===== src/rtl/fetch.sv =====
// Beta instruction fetch: owns the fetch PC, issues one-outstanding imem requests,
// buffers words in a 2-entry FIFO for decode and applies redirects with squash.
`ifndef INST_NOP
`define INST_NOP 32'h83FF_F800
`endif

module fetch #(
  parameter logic [31:0] RESET_VEC = 32'h8000_0000,
  parameter logic [31:0] XADR_VEC  = 32'h8000_0008
) (
  input  logic        clk,
  input  logic        rst,
  input  logic        stall,
  input  logic        redirect,
  input  logic [1:0]  redirect_sel,
  input  logic [31:0] br_addr,
  input  logic [31:0] j_addr,
  input  logic        redirect_sup,
  output logic        imem_req,
  output logic [31:0] imem_addr,
  input  logic        imem_ack,
  input  logic [31:0] imem_rdata,
  output logic [31:0] pc_next,
  output logic [31:0] ir_next,
  output logic        fetch_bubble
);

  typedef enum logic [1:0] {S_IDLE, S_REQ, S_DRAIN} state_t;
  typedef struct packed {
    logic [31:0] pc4;
    logic [31:0] ir;
  } entry_t;

  state_t      state;
  entry_t      fifo [2];
  logic        wr_ptr, rd_ptr;
  logic [1:0]  count, count_n;
  logic [31:0] fetch_pc, fetch_pc_n, target;
  logic        push, pop;
  entry_t      head;

  always_comb begin
    pop  = !stall && (count != 2'd0);
    push = (state == S_REQ) && imem_ack && !redirect;
    count_n = count;
    if (push && !pop)      count_n = count + 2'd1;
    else if (!push && pop) count_n = count - 2'd1;
    case (redirect_sel)
      2'd0:    target = {br_addr[31:2], 2'b00};
      2'd1:    target = {j_addr[31] & redirect_sup, j_addr[30:2], 2'b00};  // jump never gains supervisor
      2'd2:    target = {XADR_VEC[31:2], 2'b00};
      default: target = {RESET_VEC[31:2], 2'b00};
    endcase
    fetch_pc_n = fetch_pc;
    if (redirect)  fetch_pc_n = target;
    else if (push) fetch_pc_n = fetch_pc + 32'd4;
  end

  always_ff @(posedge clk) begin
    if (!rst) begin
      state     <= S_IDLE;
      fetch_pc  <= RESET_VEC;
      imem_addr <= RESET_VEC;
      count     <= 2'd0;
      wr_ptr    <= 1'b0;
      rd_ptr    <= 1'b0;
    end else begin
      fetch_pc <= fetch_pc_n;
      // address tracks the next fetch PC except while a request is pending
      if (!(imem_req && !imem_ack)) imem_addr <= fetch_pc_n;
      if (redirect) begin
        count  <= 2'd0;
        wr_ptr <= 1'b0;
        rd_ptr <= 1'b0;
      end else begin
        count <= count_n;
        if (push) begin
          fifo[wr_ptr] <= '{pc4: fetch_pc + 32'd4, ir: imem_rdata};
          wr_ptr       <= ~wr_ptr;
        end
        if (pop) rd_ptr <= ~rd_ptr;
      end
      case (state)
        S_IDLE:  if (!redirect && count_n < 2'd2) state <= S_REQ;
        S_REQ: begin
          if (imem_ack) state <= (!redirect && count_n < 2'd2) ? S_REQ : S_IDLE;
          else if (redirect) state <= S_DRAIN;
        end
        S_DRAIN: if (imem_ack) state <= S_IDLE;
        default: state <= S_IDLE;
      endcase
    end
  end

  assign imem_req     = (state == S_REQ) || (state == S_DRAIN);
  assign head         = fifo[rd_ptr];
  assign fetch_bubble = (count == 2'd0);
  assign ir_next      = fetch_bubble ? `INST_NOP : head.ir;
  assign pc_next      = fetch_bubble ? fetch_pc : head.pc4;

endmodule


===== config.mk =====
export PLATFORM = sky130hd
export DESIGN_NAME = fetch
export DESIGN_NICKNAME = d
export VERILOG_FILES = /design/src/rtl/fetch.sv
export SDC_FILE = /design/constraint.sdc
export NUM_CORES = 1
export LEC_CHECK = 0
export BUFFER_PORTS_ARGS = -buffer_cell sky130_fd_sc_hd__buf_4
export CORE_ASPECT_RATIO = 1.4
export CORE_MARGIN = 2
export CORE_UTILIZATION = 35
export CTS_BUF_LIST = sky130_fd_sc_hd__clkbuf_4 sky130_fd_sc_hd__clkbuf_8
export DETAILED_ROUTE_END_ITERATION = 10
export HOLD_SLACK_MARGIN = 0.03
export PLACE_DENSITY = 0.68
export SLEW_MARGIN = 40
export SYNTH_ARGS = -nofsm -noshare
export SYNTH_HDL_FRONTEND = slang
export SYNTH_SLANG_ARGS = --single-unit

===== constraint.sdc =====
create_clock -name clk -period 7 [get_ports clk]
set_input_delay 1.4 -clock clk [delete_from_list [all_inputs] [get_ports clk]]
set_output_delay 1.4 -clock clk [all_outputs]
set_load 0.1 [all_outputs]

==> impl_metrics.tcl <==
set metrics [dict create \
    status "completed" \
    place.gp.congestion 0.8656 \
    synthArstFlopShare_pct 0 \
    p_seq_share_pct 51.4 \
    skew_ns 0.01688 \
    grt_pass1_wl_mm 36.01 \
    ir_worst_vdd_v 0.0001176 \
    yosysWarningCount 0 \
    crit_slowest_cell "dfxtp_4" \
    finalWirelength_mm 22.98 \
    cpPeakStageDelay_ns 0.71 \
    critPathKind "flip-flop to output port" \
    fin_crit_ns 4.282 \
    row_count 70 \
    ant_nets 0 \
    overflow 0 \
    clk_pin_slew_worst_paths_ns 0.11 \
    synth_top_flop_cell "edfxtp_1" \
    p_comb_share_pct 18.5 \
    die_h_um 196.0 \
    ctsLongestPathBuffers 2 \
    yosysMostFrequentCell "edfxtp_1" \
    start_util_pct 35.44 \
    antenna_cells 0 \
    vias 6836 \
    htreeDepth 4 \
    p_sw_share_pct 31.86 \
    synth_top_cell_by_area "edfxtp_1" \
    cts-resized-gates 0 \
    holdPathEnd "imem_addr[2]$_SDFFE_PN0N_" \
    dp.final_hpwl_mm 16.39 \
    intPower_mw 1.752 \
    synth_cells 837 \
    clock.fmax_ghz 0.2336 \
    worstHoldStart "imem_addr[2]$_SDFFE_PN0N_" \
    r2r-start "state[1]$_SDFFE_PN0P_" \
    antenna_found_initial 0 \
    synth_seq_cells 199 \
    grt_pass1_vias 6736 \
    arrival_ns 2.88 \
    crit_family "buffers and inverters" \
    area_growth_pct 22.75 \
    drc_errors 0 \
    cts_root_buffer "clkbuf_8" \
    max_slew_margin_pct 50.49 \
    finalCritPeriodShare_pct 61.17 \
    start_kind "flip-flop" \
    syn_area_per_cell_um2 11.01 \
    coreArea_um2 26010 \
    reg2regPathDepth 10 \
    grt_usage_pct 16.67 \
    setup_viol 0 \
    synth_commonest_cells "edfxtp_1, nor2_1, mux2i_1" \
    synth_edf_count 128 \
    viasPerCell 5.128 \
    whs_ns 0.4768 \
    cts_tree "done" \
    synth.top_cell.area_share_pct 41.70 \
    clock_power_share_pct 30.1 \
    critPathBufInv 2 \
    setup_tns_ns 0 \
    r2r_slack_ns 3.96 \
    synth_cell_types 55 \
    rsz0062_at_grt "no" \
    p_leak_nw 4.236 \
    hold_viol_final 0 \
    synth_area_um2 9218 \
    holdCritPathClass "flip-flop to flip-flop" \
    maxCapViolCount 0 \
    crit_required_ns 5.60 \
    drive_gt1_share_pct 25.97 \
    final_cell_area_um2 11310 \
    worstPathCellList "buf_4 > mux2i_1 > o21ai_0 > buf_4" \
    cts_buffers 17 \
    whs_path_depth 2 \
    grt_max_degree 65 \
    clk_latency_ns 0.49 \
    place_ws_ns 3.029 \
    p_per_area_nw_per_um2 227.3 \
    cp_common_cell "buf_4" \
    worst_pin_slew_ns 0.7427 \
    die_area_um2 27670 \
    power_switching_mw 0.8191 \
    nNetsFinal 1107 \
    synth_area_leaders "edfxtp_1, dfxtp_1, mux2i_1, o21ai_0, nor2_1" \
    first_pass_iters 5 \
    ioPinCount 202 \
    fin_util_pct 43.50 \
    fillerInstances 2459 \
    dpl_cell_area_um2 10910 \
    ys_seq_area_share_pct 57.12 \
    slew_viol_final 0 \
    drt-initial-drc-count 501 \
    critPathCaptureType "output port" \
    cts_num_sinks 199 \
    fin_ws_ns 2.718 \
    wl_per_cell_um 17.24 \
    io_buffers 197 \
    syn_nets 948 \
    die_w_um 141.2 \
    timing.rr.end "state[0]$_SDFFE_PN0P_" \
    ctsHoldBuffers 0 \
    postCtsSetupRepairBufs 0 \
    crit_path_max_fanout 45 \
]
[cells in the final DEF (no fill, tap or decap), drive strengths merged, types with 3 or more instances in the layout]
| cell type | n |
|---|---|
| buf | 204 |
| xnor2 | 21 |
| nand3 | 22 |
| mux2 | 4 |
| xor2 | 18 |
| nor3 | 12 |
| o221a | 5 |
| nand4 | 12 |
| a211o | 16 |
| nor4 | 6 |
| inv | 23 |
| o21a | 9 |
| a31oi | 7 |
| dfxtp | 71 |
| o21ba | 3 |
| ha | 7 |
| o22ai | 6 |
| clkbuf | 18 |
| nand2 | 73 |
| or4 | 10 |
| edfxtp | 128 |
| and3 | 12 |
| a31o | 3 |
| mux2i | 76 |
| o31a | 4 |
| nor2 | 81 |
| and4 | 4 |
| or3 | 7 |
| nor2b | 20 |
| o31ai | 11 |
| a21oi | 20 |
| o21ai | 65 |
| clkinv | 4 |
| and2 | 6 |
[per-layer routing]
| layer | wire length (um) | vias up | track usage (%) |
|---|---|---|---|
| met5 | 0 | - | 0 |
| met4 | 560 | 0 | 6.519 |
| met3 | 1217 | 33 | 3.490 |
| met2 | 11510 | 226 | 29.02 |
| met1 | 9696 | 3220 | 20.12 |
| li1 | - | 3357 | - |
[registers in the layout, indices dropped and copies added (netlist names), named ones only]
name	count
rd_ptr	1
imem_addr	32
wr_ptr	1
count	2
state	2
fifo	128
fetch_pc	32
[cell type report]
cell class / instances / area, um^2 / share of cell area [%]
clock buffer: 18 / 241.5 / 2.134
multi-input combinational: 559 / 3632 / 32.10
timing repair buffer: 204 / 1548 / 13.68
inverter: 15 / 56.30 / 0.4976
clock inverter: 14 / 162.7 / 1.438
tap: 324 / 405.4 / 3.583
sequential: 199 / 5269 / 46.57
[worst reg2reg max path: stages, from the launching register on]
cell and delay [ns]:
dfxtp_1 0.34, inv_1 0.10, ha_1 0.29, nand2_1 0.39, nor2_1 0.57, inv_1 0.11
ha_1 0.22, nor3b_1 0.14, a221oi_1 0.43, a311o_1 0.25, and3_1 0.14
[logic make-up (layout without fill, tap and decap cells)]
kind of cell / count (synthesis) / after routing / share of synthesized area, %
xor+xnor: 39 / 39 / 3.706
buf+inv: 79 / 251 / 3.746
fa+ha+maj: 7 / 7 / 0.9501
simple gates: 272 / 272 / 14.36
compound gates: 161 / 161 / 11.38
flops: 199 / 199 / 57.12
mux: 80 / 80 / 8.742
[how the worst max path moves through the flow]
stage          startpoint                     to  depth (start not counted)
6_report        flip-flop            pc_next[16]                          4
4_1_cts         flip-flop            pc_next[13]                          4
3_3_place_gp          rst  fifo[1][10]$_DFFE_PP_                          5
5_1_grt         flip-flop            pc_next[13]                          4
2_1_floorplan    imem_ack   fifo[0][0]$_DFFE_PP_                          3
3_5_place_dp          rst  fifo[1][10]$_DFFE_PP_                          5
[metrics by stage]
step / power, mW / cells
2_1_floorplan: 1.685 / 837
3_3_place_gp: 1.816 / 1300
3_5_place_dp: 1.824 / 1301
4_1_cts: 2.592 / 1333
5_1_grt: 2.669 / 1333
6_report: 2.571 / 1333
[power by group through the flow]
stage	clock [mW]	sequential, mW	combinational, mW
2_1_floorplan	0	1.46	0.225
3_3_place_gp	0	1.35	0.470
3_5_place_dp	0	1.35	0.478
4_1_cts	0.793	1.32	0.479
5_1_grt	0.839	1.33	0.504
6_report	0.774	1.32	0.477
Power figures use the tool's default switching activity.
